===== config.mk =====
export PLATFORM = sky130hd
export DESIGN_NAME = sdram_refresh_sequencer_flat
export DESIGN_NICKNAME = d
export VERILOG_FILES = /design/src/rtl/sdram_refresh_sequencer_if.sv /design/src/rtl/sdram_refresh_sequencer.sv /design/src/flat_wrapper.sv
export SDC_FILE = /design/constraint.sdc
export NUM_CORES = 1
export LEC_CHECK = 0
export ABC_AREA = 1
export BUFFER_PORTS_ARGS = -buffer_cell sky130_fd_sc_hd__buf_2
export CAP_MARGIN = 10
export CORE_AREA = 3 3 72 74
export DETAILED_ROUTE_END_ITERATION = 12
export DIE_AREA = 0 0 75 77
export MAX_ROUTING_LAYER = met4
export PLACE_DENSITY = 0.73
export SYNTH_ARGS = -nofsm -noshare
export SYNTH_HDL_FRONTEND = slang
export SYNTH_SLANG_ARGS = --single-unit
export TNS_END_PERCENT = 1

===== constraint.sdc =====
create_clock -name clk_i -period 6 [get_ports clk_i]
set_input_delay 0.3 -clock clk_i [delete_from_list [all_inputs] [get_ports clk_i]]
set_output_delay 0.3 -clock clk_i [all_outputs]
set_load 0.01 [all_outputs]

===== src/rtl/sdram_refresh_sequencer_if.sv =====
// Command-bus and refresh-handshake bundle between the refresh sequencer
// (master) and the Wishbone SDRAM datapath / pad mux (slave).
interface sdram_refresh_sequencer_if #(
   parameter int ADDR_BITS = 13
);
   logic                 init_done_o;
   logic                 ref_req_o;
   logic                 ref_gnt_i;
   logic                 own_bus_o;
   logic                 ref_ovf_o;
   logic                 cke_o;
   logic                 cs_n_o;
   logic                 ras_n_o;
   logic                 cas_n_o;
   logic                 we_n_o;
   logic [ADDR_BITS-1:0] addr_o;
   logic [1:0]           ba_o;

   modport master (
      output init_done_o, ref_req_o, own_bus_o, ref_ovf_o, cke_o,
             cs_n_o, ras_n_o, cas_n_o, we_n_o, addr_o, ba_o,
      input  ref_gnt_i
   );

   modport slave (
      input  init_done_o, ref_req_o, own_bus_o, ref_ovf_o, cke_o,
             cs_n_o, ras_n_o, cas_n_o, we_n_o, addr_o, ba_o,
      output ref_gnt_i
   );
endinterface


===== src/rtl/sdram_refresh_sequencer.sv =====
// SDRAM power-up init and periodic auto-refresh sequencer. Owns the command
// bus during init and refresh service; otherwise the datapath drives the pads.
// Every command is a single-cycle pulse; all other owned cycles are NOP.
module sdram_refresh_sequencer #(
   parameter int                   ADDR_BITS        = 13,
   parameter int                   INIT_CYCLES      = 10000,
   parameter int                   INIT_REFRESHES   = 2,
   parameter int                   T_RP             = 2,
   parameter int                   T_RFC            = 7,
   parameter int                   T_MRD            = 2,
   parameter int                   REFRESH_INTERVAL = 390,
   parameter logic [ADDR_BITS-1:0] MODE_REG         = 'h031
) (
   input  logic                       clk_i,
   input  logic                       rst_n_i,
   sdram_refresh_sequencer_if.master  bus
);
   // one counter serves the init NOP wait and every post-command wait
   localparam int CW = $clog2(INIT_CYCLES + T_RP + T_RFC + T_MRD + 2);
   localparam int IW = $clog2(INIT_REFRESHES + 2);
   localparam int TW = $clog2(REFRESH_INTERVAL + 1);

   // {cs_n, ras_n, cas_n, we_n}
   localparam logic [3:0] CMD_NOP = 4'b1111;
   localparam logic [3:0] CMD_PRE = 4'b0010;
   localparam logic [3:0] CMD_AR  = 4'b0001;
   localparam logic [3:0] CMD_MRS = 4'b0000;
   localparam logic [ADDR_BITS-1:0] A10 = ADDR_BITS'(1) << 10;

   typedef enum logic [2:0] {
      RST_WAIT, I_PRE, I_REF, I_MRS, IDLE, REQ, R_PRE, R_AR
   } state_t;

   state_t               r_state;
   logic [CW-1:0]        r_cnt;
   logic [IW-1:0]        r_icnt;
   logic [TW-1:0]        r_tmr;
   logic [2:0]           r_pend;
   logic                 r_cke;
   logic [3:0]           r_cmd;
   logic [ADDR_BITS-1:0] r_addr;
   logic [1:0]           r_ba;
   logic                 r_init_done;
   logic                 r_req;
   logic                 r_own;
   logic                 r_ovf;

   logic                 w_wrap;
   logic                 w_ar_go;

   // timer wrap adds a pending refresh; an issued refresh AR consumes one
   assign w_wrap  = r_init_done && (r_tmr == TW'(REFRESH_INTERVAL - 1));
   assign w_ar_go = ((r_state == R_PRE) && (r_cnt == CW'(T_RP))) ||
                    ((r_state == R_AR) && (r_cnt == CW'(T_RFC)) && (r_pend != 3'd0));

   // init + refresh sequencer; all pad-facing outputs registered here
   always_ff @(posedge clk_i) begin
      if (!rst_n_i) begin
         r_state     <= RST_WAIT;
         r_cnt       <= '0;
         r_icnt      <= '0;
         r_cke       <= 1'b0;
         r_cmd       <= CMD_NOP;
         r_addr      <= '0;
         r_ba        <= '0;
         r_init_done <= 1'b0;
         r_req       <= 1'b0;
         r_own       <= 1'b1;
      end else begin
         r_cmd  <= CMD_NOP;
         r_addr <= '0;
         r_ba   <= '0;
         r_cnt  <= r_cnt + 1'b1;
         case (r_state)
            RST_WAIT: begin
               r_cke <= 1'b1;
               if (r_cnt == CW'(INIT_CYCLES)) begin
                  r_cmd   <= CMD_PRE;
                  r_addr  <= A10;
                  r_cnt   <= '0;
                  r_state <= I_PRE;
               end
            end
            I_PRE: if (r_cnt == CW'(T_RP)) begin
               r_cmd   <= CMD_AR;
               r_cnt   <= '0;
               r_icnt  <= IW'(1);
               r_state <= I_REF;
            end
            I_REF: if (r_cnt == CW'(T_RFC)) begin
               r_cnt <= '0;
               if (r_icnt == IW'(INIT_REFRESHES)) begin
                  r_cmd   <= CMD_MRS;
                  r_addr  <= MODE_REG;
                  r_state <= I_MRS;
               end else begin
                  r_cmd  <= CMD_AR;
                  r_icnt <= r_icnt + 1'b1;
               end
            end
            I_MRS: if (r_cnt == CW'(T_MRD)) begin
               r_init_done <= 1'b1;
               r_own       <= 1'b0;
               r_state     <= IDLE;
            end
            IDLE: begin
               r_cnt <= '0;
               if (r_pend != 3'd0) begin
                  r_req   <= 1'b1;
                  r_state <= REQ;
               end
            end
            REQ: begin
               r_cnt <= '0;
               if (bus.ref_gnt_i) begin
                  r_req   <= 1'b0;
                  r_own   <= 1'b1;
                  r_cmd   <= CMD_PRE;
                  r_addr  <= A10;
                  r_state <= R_PRE;
               end
            end
            R_PRE: if (w_ar_go) begin
               r_cmd   <= CMD_AR;
               r_cnt   <= '0;
               r_state <= R_AR;
            end
            R_AR: if (r_cnt == CW'(T_RFC)) begin
               r_cnt <= '0;
               // drain all pending refreshes without giving the bus back
               if (w_ar_go) begin
                  r_cmd <= CMD_AR;
               end else begin
                  r_own   <= 1'b0;
                  r_state <= IDLE;
               end
            end
            default: r_state <= RST_WAIT;
         endcase
      end
   end

   // refresh interval timer and saturating pending-refresh counter
   always_ff @(posedge clk_i) begin
      if (!rst_n_i) begin
         r_tmr  <= '0;
         r_pend <= '0;
         r_ovf  <= 1'b0;
      end else begin
         if (r_init_done) begin
            r_tmr <= w_wrap ? '0 : r_tmr + 1'b1;
         end
         case ({w_wrap, w_ar_go})
            2'b10: begin
               if (r_pend == 3'd7) r_ovf  <= 1'b1;
               else                r_pend <= r_pend + 1'b1;
            end
            2'b01:   r_pend <= r_pend - 1'b1;
            default: ;
         endcase
      end
   end

   assign bus.init_done_o = r_init_done;
   assign bus.ref_req_o   = r_req;
   assign bus.own_bus_o   = r_own;
   assign bus.ref_ovf_o   = r_ovf;
   assign bus.cke_o       = r_cke;
   assign bus.cs_n_o      = r_cmd[3];
   assign bus.ras_n_o     = r_cmd[2];
   assign bus.cas_n_o     = r_cmd[1];
   assign bus.we_n_o      = r_cmd[0];
   assign bus.addr_o      = r_addr;
   assign bus.ba_o        = r_ba;
endmodule

===== src/flat_wrapper.sv =====
// flat-port wrapper written by rule: the top's interface ports become plain ports
module sdram_refresh_sequencer_flat 
#(
   parameter int                   ADDR_BITS        = 13,
   parameter int                   INIT_CYCLES      = 10000,
   parameter int                   INIT_REFRESHES   = 2,
   parameter int                   T_RP             = 2,
   parameter int                   T_RFC            = 7,
   parameter int                   T_MRD            = 2,
   parameter int                   REFRESH_INTERVAL = 390,
   parameter logic [ADDR_BITS-1:0] MODE_REG         = 'h031
)
  (clk_i, rst_n_i, bus_init_done_o, bus_ref_req_o, bus_own_bus_o, bus_ref_ovf_o, bus_cke_o, bus_cs_n_o, bus_ras_n_o, bus_cas_n_o, bus_we_n_o, bus_addr_o, bus_ba_o, bus_ref_gnt_i);
  sdram_refresh_sequencer_if #(.ADDR_BITS(ADDR_BITS)) bus_i ();
  input  logic clk_i;
  input  logic rst_n_i;
  output wire logic [$bits(bus_i.init_done_o)-1:0] bus_init_done_o;
  output wire logic [$bits(bus_i.ref_req_o)-1:0] bus_ref_req_o;
  output wire logic [$bits(bus_i.own_bus_o)-1:0] bus_own_bus_o;
  output wire logic [$bits(bus_i.ref_ovf_o)-1:0] bus_ref_ovf_o;
  output wire logic [$bits(bus_i.cke_o)-1:0] bus_cke_o;
  output wire logic [$bits(bus_i.cs_n_o)-1:0] bus_cs_n_o;
  output wire logic [$bits(bus_i.ras_n_o)-1:0] bus_ras_n_o;
  output wire logic [$bits(bus_i.cas_n_o)-1:0] bus_cas_n_o;
  output wire logic [$bits(bus_i.we_n_o)-1:0] bus_we_n_o;
  output wire logic [$bits(bus_i.addr_o)-1:0] bus_addr_o;
  output wire logic [$bits(bus_i.ba_o)-1:0] bus_ba_o;
  input wire logic [$bits(bus_i.ref_gnt_i)-1:0] bus_ref_gnt_i;
  assign bus_init_done_o = bus_i.init_done_o;
  assign bus_ref_req_o = bus_i.ref_req_o;
  assign bus_own_bus_o = bus_i.own_bus_o;
  assign bus_ref_ovf_o = bus_i.ref_ovf_o;
  assign bus_cke_o = bus_i.cke_o;
  assign bus_cs_n_o = bus_i.cs_n_o;
  assign bus_ras_n_o = bus_i.ras_n_o;
  assign bus_cas_n_o = bus_i.cas_n_o;
  assign bus_we_n_o = bus_i.we_n_o;
  assign bus_addr_o = bus_i.addr_o;
  assign bus_ba_o = bus_i.ba_o;
  assign bus_i.ref_gnt_i = bus_ref_gnt_i;
  sdram_refresh_sequencer #(.ADDR_BITS(ADDR_BITS), .INIT_CYCLES(INIT_CYCLES), .INIT_REFRESHES(INIT_REFRESHES), .T_RP(T_RP), .T_RFC(T_RFC), .T_MRD(T_MRD), .REFRESH_INTERVAL(REFRESH_INTERVAL), .MODE_REG(MODE_REG)) u_core (.clk_i(clk_i), .rst_n_i(rst_n_i), .bus(bus_i));
endmodule

==> Yosys cells after proc, flatten, opt, wreduce, memory -nomap -nowiden <==
Index checks and enable logic that the tools add are counted.
{ "word_totals": {"out_inout_bits": 24, "elab_cells": 108, "inputBits": 3, "reg_bits": 53} }
{ "classes": {"n_mux": 44, "reduce_logical": 20, "n_eq_ne": 27, "addsub": 5} }
{ "ops": {"columns": ["operator", "n"], "rows": [
  ["$pmux 14 s5", 1],
  ["$mux 14", 4],
  ["$pmux 13 s3", 1],
  ["$mux 3", 11],
  ["$mux 4", 6],
  ["$pmux 3 s8", 1],
  ["$pmux 4 s6", 1],
  ["$mux 11", 2],
  ["$eq 3x3->1 const B", 5],
  ["$add 14x1->14 const B", 1],
  ["$eq 14x14->1 const B", 1],
  ["$eq 14x2->1 const B", 1],
  ["$eq 14x3->1 const B", 1],
  ["$ne 2x1->1 const B", 7],
  ["$mux 13", 1],
  ["$ne 2x2->1 const B", 5],
  ["$reduce_and 10->1", 1],
  ["$add 9x1->9 const B", 1],
  ["$eq 9x9->1 const B", 1],
  ["$mux 9", 1],
  ["$mux 1", 7],
  ["$eq 3x2->1 const B", 2],
  ["$mux 2", 3],
  ["$mux 6", 1],
  ["other kinds (20)", 30]
]} }

==> Longest topological paths before layout <==
Gate-level depths: netlist of the first run.
{ "depth": {"depth_word": 7, "depth_mapped": 13, "mapped_depth_nobuf": 13} }

==> Least setup slack after synthesis of the first run <==
Ideal clock, no wire load.
{ "synth_path": {"path_type": "reg2reg", "from": "reg u_core.r_cnt[1]", "to": "reg u_core.r_pend[2]", "required_ns": 5.885, "arrival_ns": 1.793, "setup_slack_ns": 4.092, "path_stages_with_launch": 12, "n_path_buf": 0, "path_cell_list": "dfxtp_1 > ha_1 > nand3_1 > nor2_4 > nand3_2 > nand2_2 > nand2_1 > fa_1 > inv_1 > nand2_1 > a21oi_1 > nor2_1"} }
{ "synth_via": {"elab_chain_len": 7, "elab_cells_between_ends": 12, "cone_classes": "eq/ne: 5; mux: 1; reduce/logical: 6"} }
{ "synth_rtl": {"columns": ["item", "line", "rtl"], "rows": [
  ["start, declared", "sdram_refresh_sequencer.sv:35", "logic [CW-1:0] r_cnt;"],
  ["start signal, assigned", "sdram_refresh_sequencer.sv:73", "r_cnt <= r_cnt + 1'b1;"],
  ["$eq 14x3->1", "sdram_refresh_sequencer.sv:54", "((r_state == R_AR) && (r_cnt == CW'(T_RFC)) && (r_pend != 3'd0));"],
  ["$logic_and 1x1->1 (2 in a row)", "sdram_refresh_sequencer.sv:54", null],
  ["$logic_or 1x1->1 *", "sdram_refresh_sequencer.sv:53", "assign w_ar_go = ((r_state == R_PRE) && (r_cnt == CW'(T_RP))) ||"],
  ["$eq 2x2->1 or $eq 2x1->1 (tied branches)", "sdram_refresh_sequencer.sv:153", "case ({w_wrap, w_ar_go})"],
  ["$ne 2x2->1 (no line) or $reduce_bool 2->1 (tied branches)", null, null],
  ["$reduce_and 2->1 (no line)", null, null],
  ["end signal, assigned", "sdram_refresh_sequencer.sv:156", "else r_pend <= r_pend + 1'b1;"],
  ["end signal, assigned", "sdram_refresh_sequencer.sv:158", "2'b01: r_pend <= r_pend - 1'b1;"],
  ["end, declared", "sdram_refresh_sequencer.sv:38", "logic [2:0] r_pend;"]
]} }
Mark *: on every way between the ends. The rest lies on a longest branch, timed or not.
A chain may end at the register's enable or synchronous reset.

==> Final worst setup path of the first run <==
{ "layout_path": {"from": "reg u_core.r_state[0]", "to": "reg u_core.r_pend[2]"} }
{ "layout_via": {"elab_chain_len": 7, "elab_cells_between_ends": 12, "cone_classes": "eq/ne: 5; mux: 1; reduce/logical: 6"} }
{ "layout_rtl": {"columns": ["item", "line", "rtl"], "rows": [
  ["start, declared", "sdram_refresh_sequencer.sv:34", "state_t r_state;"],
  ["start signal, assigned", "sdram_refresh_sequencer.sv:59", "r_state <= RST_WAIT;"],
  ["start signal, assigned", "sdram_refresh_sequencer.sv:81", "r_state <= I_PRE;"],
  ["start signal, assigned", "sdram_refresh_sequencer.sv:88", "r_state <= I_REF;"],
  ["$eq 3x3->1", "sdram_refresh_sequencer.sv:54", null],
  ["$logic_and 1x1->1 (2 in a row)", "sdram_refresh_sequencer.sv:54", null],
  ["$logic_or 1x1->1 *", "sdram_refresh_sequencer.sv:53", null],
  ["$eq 2x2->1 or $eq 2x1->1 (tied branches)", "sdram_refresh_sequencer.sv:153", null],
  ["$ne 2x2->1 (no line) or $reduce_bool 2->1 (tied branches)", null, null],
  ["$reduce_and 2->1 (no line)", null, null]
]} }
Marked as above.

==> results.py, run 1 <==
metrics = {
    "clock_tree": {
        "htree_levels": 2,
        "cts-resized-gates": 0,
        "cts-buffers-inserted": 5,
        "hold_buffers": 0,
        "cts_buffer_depth": 2,
        "cts_root_buffer": "clkbuf_8",
        "cts_setup_buffers": 0,
        "cts_sinks": 41,
        "cts_tree": "built",
        "worstSkewPairLatency_ps": 290,
        "clk_pin_slew_worst_paths_ps": 80,
    },
    "floorplanning": {
        "die_y_um": 77,
        "dieWidth_um": 75,
        "floorplan.die_area_um2": 5775,
        "coreArea_um2": 4661,
        "io_pins": 27,
        "start_util": 0.5401,
        "num_rows": 25,
    },
    "flow_run": {
        "max_cap_violations": 0,
    },
    "synth": {
        "avgSynthCellArea_um2": 7.193,
        "synth_adder_area_share": 0.06262,
        "synth_compound_area_frac": 0.08996,
        "synth-simple-area-share": 0.3385,
        "ys.flop_type": "dfxtp_1",
        "synth.cell_area_um2": 2517,
        "syn_inst": 350,
        "synth_top_family_by_area": "simple AND/OR/NAND/NOR gates",
        "seq_area_frac_synth": 0.3260,
        "synth_edf_count": 0,
        "yosys_register_bits": 41,
        "yosysWarnings": 0,
        "synthXorXnorAreaFrac": 0.03827,
        "ys_types": 36,
        "synthMuxAreaShare": 0,
        "async_flop_share": 0,
    },
    "timing": {
        "skew_ps": 5.739,
        "slew_viol_final": 0,
        "finalCriticalPeriod_ps": 2111,
        "fmax_mhz": 473.7,
        "rsz0062_at_grt": "false",
        "finalSetupTns_ps": 0,
        "fin_crit_sh": 0.3518,
        "setup_ws_ps": 3889,
        "finalHoldViolations": 0,
        "setup_violations": 0,
    },
    "power": {
        "peakVddDrop_uv": 148.6,
        "p_leak_nw": 1.213,
        "power.density_nw_per_um2": 196.6,
    },
    "layout": {
        "final_common_cell": "inv_1",
        "n_antenna_cell": 0,
        "area_growth_pct": 6.263,
        "finish.net_count": 379,
        "drive_above_1_share": 0.1260,
        "layout_common_cells": "58 x inv_1, 52 x nor2_1, 51 x nand2_1, 41 x dfxtp_1, 28 x nand3_1",
    },
    "critical_path": {
        "r2r_cells": 11,
        "cp_data_arrival_time_ps": 2300,
        "cp.required_ps": 6190,
        "critPathCaptureType": "flip-flop",
        "worst_setup_path_start_kind": "flip-flop",
        "crit_type": "flip-flop to flip-flop",
        "path_max_fanout": 7,
    },
    "global_routing": {
        "grt_pass1_wl_um": 8562,
        "grt_overflow_total": 0,
        "track_usage": 0.1936,
        "grt_pass1_vias": 1957,
        "grt_max_degree": 21,
        "antenna_found_initial": 0,
    },
    "placed_design": {
        "place_hpwl_um": 3752,
        "post-place-ws_ps": 3908,
        "port-buffer-count": 15,
        "place.gp.congestion": 0.8685,
    },
    "routing": {
        "viasPerCell": 5.021,
        "drc": 0,
        "ant_nets": 0,
        "drt_iter0_drc": 89,
        "routed_wirelength_um": 4782,
        "drt_first_pass_iters": 4,
        "post_drt_wl_per_cell_um": 11.41,
        "vias": 2104,
    },
    "run_status": {
        "outcome": "completed",
    },
    "worst_hold_path": {
        "whs_path_depth": 2,
        "hold_class": "input pin to flip-flop",
    },
}
-- through the flow --
step / utilization / hold slack [ps] / total power, mW / cells / cell area (µm²)
global placement: 0.5490 / 434.8 / 0.3025 / 411 / 2559
CTS: 0.5740 / 420.4 / 0.5288 / 419 / 2675
detailed placement: 0.5490 / 442.6 / 0.3026 / 411 / 2559
global route: 0.5740 / 429.0 / 0.5474 / 419 / 2675
finish: 0.5740 / 419.1 / 0.5259 / 419 / 2675
floorplan: - / 417.3 / 0.3037 / 360 / 2555
-- synth_stat cells, types with 2 or more instances --
master,instances,area share
xnor2_1,3,0.010
ha_1,11,0.055
nand2_4,3,0.013
buf_4,15,0.045
nor3_1,7,0.014
a211oi_1,2,0.0060
nor2_1,52,0.078
nand2_2,8,0.020
o31ai_1,4,0.012
nand3_1,28,0.056
xor2_1,8,0.028
o21ai_0,9,0.018
nand3_4,2,0.014
a21oi_1,10,0.020
buf_6,2,0.0089
nor2_2,4,0.0099
nand4_1,10,0.025
dfxtp_1,41,0.33
nand3_2,2,0.0080
inv_1,58,0.086
nor2_4,2,0.0089
o211ai_1,5,0.015
nand2_1,51,0.076
-- critical path, stage by stage, from the launching register on --
cell and delay, ps:
dfxtp_1 450, ha_1 210, nand2_1 100, a21oi_1 180, nand3_2 140, nand2_2 150, nand2_1 100, fa_1 390
inv_1 60, nand2_1 60, a21oi_1 120, nor2_1 50
-- final cells by class --
class | count | area (µm²)
clock inverters | 1 | 30.03
clock buffers | 7 | 86.33
multi-input cells | 242 | 1374
fillers | 433 | 1986
repair buffers | 15 | 75.07
inverters | 59 | 221.5
flip-flops and latches | 41 | 820.8
well taps | 54 | 67.56
-- per-layer routing --
layer	track usage	part of all wire	wire [µm]
met1	0.2579	0.50	2414
met2	0.2936	0.45	2153
met4	0.05516	0.014	68
met3	0.04063	0.030	145
met5	-	0	0
-- flip-flops by register name, indices dropped and copies added (netlist names), 2 cells and up --
register           count
u_core.r_icnt          2
u_core.r_tmr           9
u_core.bus.addr_o      2
u_core.r_pend          3
u_core.r_state         3
u_core.r_cnt          14
u_core.r_cmd           3
-- logic make-up (layout without fill, tap and decap cells) --
logic type | count (synthesis) | after routing
buffers and inverters | 77 | 82
other | 1 | 11
DFF | 41 | 41
AOI/OAI and AO/OA | 35 | 35
adders and majority gates | 12 | 12
and+or+nand+nor | 173 | 173
xor gates and xnor gates | 11 | 11
-- worst paths after layout --
| kind | to | slack [ps] | from |
|---|---|---|---|
| max | u_core.r_pend[2] | 3890 | u_core.r_state[0] |
| min | u_core.bus.own_bus_o | 420 | rst_n_i |
| min reg2reg | u_core.r_icnt[1] | 460 | u_core.r_icnt[1] |
| max reg2reg | u_core.r_pend[2] | 3890 | u_core.r_state[0] |
-- where the power goes --
| group | switching (mW) | internal [mW] |
|---|---|---|
| combinational | 0.0150 | 0.00546 |
| sequential | 0.00198 | 0.274 |
| clock | 0.0939 | 0.136 |
| total | 0.111 | 0.415 |
No activity file was read; power rests on OpenSTA's default activity.
==> run 2, diff against run 1 <==
--- a/config.mk
+++ b/config.mk
@@ -5,14 +5,14 @@
 export SDC_FILE = /design/constraint.sdc
 export NUM_CORES = 1
 export LEC_CHECK = 0
-export ABC_AREA = 1
+export ABC_AREA = 0
 export BUFFER_PORTS_ARGS = -buffer_cell sky130_fd_sc_hd__buf_2
 export CAP_MARGIN = 10
-export CORE_AREA = 3 3 72 74
+export CORE_AREA = 3 3 70 72
 export DETAILED_ROUTE_END_ITERATION = 12
-export DIE_AREA = 0 0 75 77
+export DIE_AREA = 0 0 73 75
 export MAX_ROUTING_LAYER = met4
-export PLACE_DENSITY = 0.73
+export PLACE_DENSITY = 0.72
 export SYNTH_ARGS = -nofsm -noshare
 export SYNTH_HDL_FRONTEND = slang
 export SYNTH_SLANG_ARGS = --single-unit
==> constraint.sdc (replaced) <==
create_clock -name clk_i -period 2.03 [get_ports clk_i]
set_input_delay 0.1015 -clock clk_i [delete_from_list [all_inputs] [get_ports clk_i]]
set_output_delay 0.1015 -clock clk_i [all_outputs]
set_load 0.01 [all_outputs]
==> results.py, run 2 <==
metrics = {
    "clock_tree": {
        "cts-buffers-inserted": 5,
        "cts_root_buffer": "clkbuf_8",
        "cts_buffer_depth": 2,
        "clk_pin_slew_worst_paths_ps": 80,
        "cts_sinks": 41,
        "cts_tree": "built",
        "worstSkewPairLatency_ps": 300,
        "htree_levels": 2,
    },
    "critical_path": {
        "regToRegSetupSlack_ps": -160,
        "setup.worst_path.start": "u_core.r_cnt[2]",
        "cp_data_arrival_time_ps": 2380,
        "reg2reg_from": "u_core.r_cnt[2]",
        "worst_setup_path_start_kind": "flip-flop",
        "crit_type": "flip-flop to flip-flop",
        "r2r-end": "u_core.r_pend[2]",
        "critPathCaptureType": "flip-flop",
        "cp.required_ps": 2220,
        "r2r_cells": 10,
        "path_max_fanout": 2,
    },
    "layout": {
        "largest_registers": "u_core.r_cnt (14), u_core.r_tmr (9)",
        "area_growth_pct": 26.47,
        "layout_common_cells": "53 x buf_4, 44 x nor2_1, 36 x dfxtp_1, 21 x nand2_1",
        "finish.net_count": 356,
        "design_area_um2": 2953,
        "n_antenna_cell": 0,
        "final_common_cell": "buf_4",
        "drive_above_1_share": 0.3070,
        "final_core_util": 0.6782,
        "instances_no_fill": 394,
        "largest_reg_flops": 14,
        "top_register": "u_core.r_cnt",
    },
    "timing": {
        "setup_violations": 5,
        "fmax_mhz": 456.1,
        "skew_ps": 6.096,
        "slew_viol_final": 0,
        "fin_crit_sh": 1.080,
        "finalHoldViolations": 0,
        "whs_ps": 143.5,
        "finalSetupTns_ps": -434.7,
        "setup_ws_ps": -162.7,
        "rsz0062_at_grt": "true",
        "finalCriticalPeriod_ps": 2193,
    },
    "run_status": {
        "violations": "setup timing",
        "outcome": "finished, violations left",
    },
    "routing": {
        "ant_nets": 0,
        "vias": 2040,
        "drc": 0,
        "drt_first_pass_iters": 4,
        "routed_wirelength_um": 5195,
        "viasPerCell": 5.178,
        "post_drt_wl_per_cell_um": 13.19,
        "drt_iter0_drc": 115,
    },
    "synth": {
        "ys_types": 52,
        "synth_top_cell_area_share": 0.3516,
        "yosysWarnings": 0,
        "synth_most_common_cell": "nor2_1",
        "synth_edf_count": 0,
        "avgSynthCellArea_um2": 8.398,
        "seq_area_frac_synth": 0.3516,
        "yosys_register_bits": 41,
        "syn_inst": 278,
        "synth_top_cells_by_area": "dfxtp_1 35%, nor2_1 7.1%, ha_1 5.9%",
        "ys.flop_type": "dfxtp_1",
        "synth.cell_area_um2": 2335,
        "synthTopCellsByCount": "44 x nor2_1, 41 x dfxtp_1, 21 x nand2_1",
        "async_flop_share": 0,
        "synth_top_area_cell": "dfxtp_1",
    },
    "placed_design": {
        "port-buffer-count": 15,
        "placed_cell_area_um2": 2735,
        "post-place-ws_ps": -217.2,
        "place.gp.congestion": 0.8772,
        "place_inst": 381,
        "place_hpwl_um": 3834,
    },
    "worst_hold_path": {
        "hold_path.startpoint": "rst_n_i",
        "hold_class": "input pin to flip-flop",
        "whs_path_depth": 2,
        "hold_end": "u_core.bus.own_bus_o",
    },
    "floorplanning": {
        "io_pins": 27,
        "die_y_um": 75,
        "num_rows": 24,
        "coreArea_um2": 4354,
        "start_util": 0.5362,
        "dieWidth_um": 73,
        "floorplan.die_area_um2": 5475,
    },
    "power": {
        "p_leak_nw": 1.261,
        "power_mw": 1.597,
        "peakVddDrop_uv": 394.8,
        "power.density_nw_per_um2": 540.9,
    },
    "global_routing": {
        "track_usage": 0.2031,
        "grt_pass1_wl_um": 8549,
        "grt_pass1_vias": 1995,
        "antenna_found_initial": 0,
        "grt_max_degree": 22,
        "grt_overflow_total": 0,
    },
    "flow_run": {
        "max_cap_violations": 0,
    },
}
==> run 2: worst max path at each step <==
stage	to	slack (ps)	cells past startpoint
final	u_core.r_pend[2]	-160	10
after floorplan	u_core.r_pend[2]	-160	10
after CTS	u_core.r_pend[2]	-150	10
after detailed placement	u_core.r_pend[2]	-220	10
after global routing	u_core.r_pend[2]	-300	10
after global placement	u_core.r_pend[2]	-100	11
==> run 2: power breakdown <==
part	leakage [nW]	total (mW)	switching [mW]	internal, mW
registers	0.334	0.815	0.00524	0.810
clock network	0.0574	0.697	0.297	0.400
logic	0.870	0.0854	0.0498	0.0356
total	1.26	1.60	0.352	1.25
==> run 2: repair_timing <==
action | 4_1_cts | 5_1_grt
gates cloned | 0 | 0
resized for setup | 8 | 6
pin swaps | 5 | 7
endpoints found under the setup margin | 6 | 22
hold buffers | 0 | 0
setup buffers | 3 | 2
==> run 2: cell type report <==
cell class | instances | area (µm²)
clock buffers | 6 | 82.58
clock inverters | 2 | 37.54
fillers | 371 | 1401
inverters | 16 | 60.06
multi-input cells | 208 | 1388
flip-flops and latches | 41 | 827.0
well taps | 52 | 65.06
repair buffers | 69 | 493.0
==> run 2: metal layers <==
layer  vias up  track usage  routed length (µm)
met2        42       0.3644                2573
li1       1039            -                   -
met1       950       0.2284                2345
met3         9      0.03738                 199
met5         -            -                   0
met4         0      0.06148                  76
==> run 2: worst max-delay path, stage by stage, from the launching register on <==
cell and delay (ps):
dfxtp_2 340, nor4_4 300, nand4_1 170, a21o_1 200, or2_1 220, fa_2 360, inv_2 70, a2111oi_2 40
a31oi_1 160, xor2_1 170, nor2_1 50
==> run 2: cells by family (layout without fill, tap and decap cells) <==
logic type      count (synthesis)  count (layout)  synth area share
simple gates                  122             122            0.2647
flops                          41              41            0.3516
buf+inv                        39              93           0.09753
compound gates                 35              35            0.1083
xor+xnor                       21              21           0.07878
fa+ha+maj                      12              12           0.06752
mux                             7               7           0.03001
other cells                     1              11          0.001606
==> run 3, diff against run 2 <==
--- a/config.mk
+++ b/config.mk
@@ -8,11 +8,13 @@
 export ABC_AREA = 0
 export BUFFER_PORTS_ARGS = -buffer_cell sky130_fd_sc_hd__buf_2
 export CAP_MARGIN = 10
-export CORE_AREA = 3 3 70 72
+export CORE_AREA = 3 3 72 74
 export DETAILED_ROUTE_END_ITERATION = 12
-export DIE_AREA = 0 0 73 75
+export DIE_AREA = 0 0 75 77
 export MAX_ROUTING_LAYER = met4
-export PLACE_DENSITY = 0.72
+export PLACE_DENSITY = 0.71
+export RECOVER_POWER = 25
+export SETUP_SLACK_MARGIN = 0.5
 export SYNTH_ARGS = -nofsm -noshare
 export SYNTH_HDL_FRONTEND = slang
 export SYNTH_SLANG_ARGS = --single-unit
==> constraint.sdc (replaced) <==
create_clock -name clk_i -period 1.8 [get_ports clk_i]
set_input_delay 0.09 -clock clk_i [delete_from_list [all_inputs] [get_ports clk_i]]
set_output_delay 0.09 -clock clk_i [all_outputs]
set_load 0.01 [all_outputs]
==> results.py, run 3 (synthesis results as in run 2) <==
metrics = {
    "timing": {
        "finalHoldViolations": 0,
        "finalSetupTns_ps": -3266,
        "skew_ps": 3.730,
        "finalCriticalPeriod_ps": 2244,
        "setup_violations": 24,
        "rsz0062_at_grt": "true",
        "fin_crit_sh": 1.247,
        "whs_ps": 148.1,
        "setup_ws_ps": -443.8,
        "slew_viol_final": 0,
        "fmax_mhz": 445.7,
    },
    "routing": {
        "viasPerCell": 5.123,
        "drc": 0,
        "drt_iter0_drc": 106,
        "drt_first_pass_iters": 4,
        "vias": 2044,
        "post_drt_wl_per_cell_um": 13.18,
        "ant_nets": 0,
        "routed_wirelength_um": 5260,
    },
    "clock_tree": {
        "clk_pin_slew_worst_paths_ps": 80,
        "hold_buffers": 0,
        "htree_levels": 2,
        "worstSkewPairLatency_ps": 290,
        "cts_sinks": 41,
        "cts_root_buffer": "clkbuf_8",
        "cts_buffer_depth": 2,
        "cts-buffers-inserted": 5,
        "cts_tree": "built",
    },
    "worst_hold_path": {
        "hold_class": "input pin to flip-flop",
        "hold_path.startpoint": "rst_n_i",
    },
    "critical_path": {
        "cp.required_ps": 1990,
        "crit_chain": "nor4_4 > nand4_1 > a21o_1 > or2_4 > fa_2 > inv_2 > a2111oi_4 > a31oi_1 > xor2_1 > nor2_1",
        "setup.worst_path.start": "u_core.r_cnt[2]",
        "critPathCaptureType": "flip-flop",
        "worst_setup_path_start_kind": "flip-flop",
        "cp_slowest_cell": "fa_2",
        "cp_data_arrival_time_ps": 2430,
        "critPathMaxStageDelay_ps": 390,
        "crit_type": "flip-flop to flip-flop",
        "path_max_fanout": 2,
        "reg2reg_from": "u_core.r_cnt[2]",
    },
    "placed_design": {
        "place_hpwl_um": 3769,
        "port-buffer-count": 15,
        "place.gp.congestion": 0.8979,
    },
    "layout": {
        "final_common_cell": "buf_4",
        "drive_above_1_share": 0.3391,
        "largest_reg_flops": 14,
        "top_register": "u_core.r_cnt",
        "finish.net_count": 359,
        "fillers": 372,
        "area_growth_pct": 32.05,
        "regArea_um2": 830.8,
        "largest_registers": "u_core.r_cnt (14), u_core.r_tmr (9)",
        "layout_common_cells": "52 x buf_4, 43 x nor2_1, 33 x dfxtp_1, 20 x nand2_1, 14 x inv_1",
        "multi_input_area_um2": 1479,
        "n_antenna_cell": 0,
    },
    "power": {
        "p_leak_nw": 1.278,
        "power.density_nw_per_um2": 581.5,
        "peakVddDrop_uv": 442.3,
    },
    "floorplanning": {
        "coreArea_um2": 4661,
        "dieWidth_um": 75,
        "io_pins": 27,
        "start_util": 0.5009,
        "die_y_um": 77,
        "num_rows": 25,
        "floorplan.die_area_um2": 5775,
    },
    "global_routing": {
        "grt_overflow_total": 0,
        "grt_pass1_wl_um": 8811,
        "track_usage": 0.1988,
        "antenna_found_initial": 0,
        "grt_pass1_vias": 1983,
        "grt_max_degree": 15,
    },
    "run_status": {
        "outcome": "finished, violations left",
        "violations": "setup timing",
    },
    "flow_run": {
        "max_cap_violations": 0,
    },
}
## run 3: changes by cell type in the layout (fill, tap and decap cells not counted), moves of 3 or more
cell and delta:
buf_2 -4, buf_6 +4, clkbuf_1 +4, dfxtp_1 -3
dfxtp_2 +3, nand2b_1 -3, nand2b_4 +3
## run 3: power breakdown
group	leakage [nW]	internal (mW)	switching [mW]	total, mW
sequential	0.335	0.913	0.00680	0.920
combinational	0.885	0.0372	0.0561	0.0934
clock	0.0574	0.451	0.328	0.779
## run 3: critical path, delay by kind of cell (launching register included)
family | cells | cell delay, ps
buf+inv | 1 | 70
flops | 1 | 340
xor+xnor | 1 | 150
simple gates | 4 | 730
fa+ha+maj | 1 | 390
compound gates | 3 | 450
## run 3: timing repair
action | CTS | global route
gates cloned | 0 | 0
buffers inserted | 2 | 1
pin swaps | 9 | 9
resized for setup | 26 | 14
setup endpoints to repair | 40 | 41
hold endpoints to repair | 0 | 0
## run 3: layer usage
metal | share of wire | global-route usage
met1 | 0.46 | 0.2556
met3 | 0.045 | 0.03670
met2 | 0.47 | 0.3066
met5 | 0 | -
met4 | 0.024 | 0.07295
## run 3: final cells by class
cell class / instances / share of cell area
timing repair buffer: 72 / 0.1705
inverter: 16 / 0.01948
sequential: 41 / 0.2695
clock buffer: 6 / 0.02679
multi-input combinational: 208 / 0.4797
tap: 54 / 0.02192
clock inverter: 2 / 0.01218
## run 3: final timing paths
path	to	slack [ps]	cells after the start
setup reg to reg	u_core.r_pend[2]	-440	10
hold / removal	u_core.bus.own_bus_o	150	2
hold reg to reg	u_core.r_cnt[0]	440	1
setup / recovery	u_core.r_pend[2]	-440	10
## run 3: metrics by stage
step | setup slack (ps) | area (µm²) | total power [mW] | utilization | std cells
final | -443.8 | 3083 | 1.793 | 0.6615 | 399
after floorplan | -388.0 | 2384 | 1.012 | - | 288
after global placement | -333.9 | 2775 | 1.027 | 0.5954 | 388
after detailed placement | -472.9 | 2775 | 1.030 | 0.5954 | 388
after CTS | -418.7 | 3017 | 1.811 | 0.6472 | 398
after global routing | -618.2 | 3083 | 1.866 | 0.6615 | 399
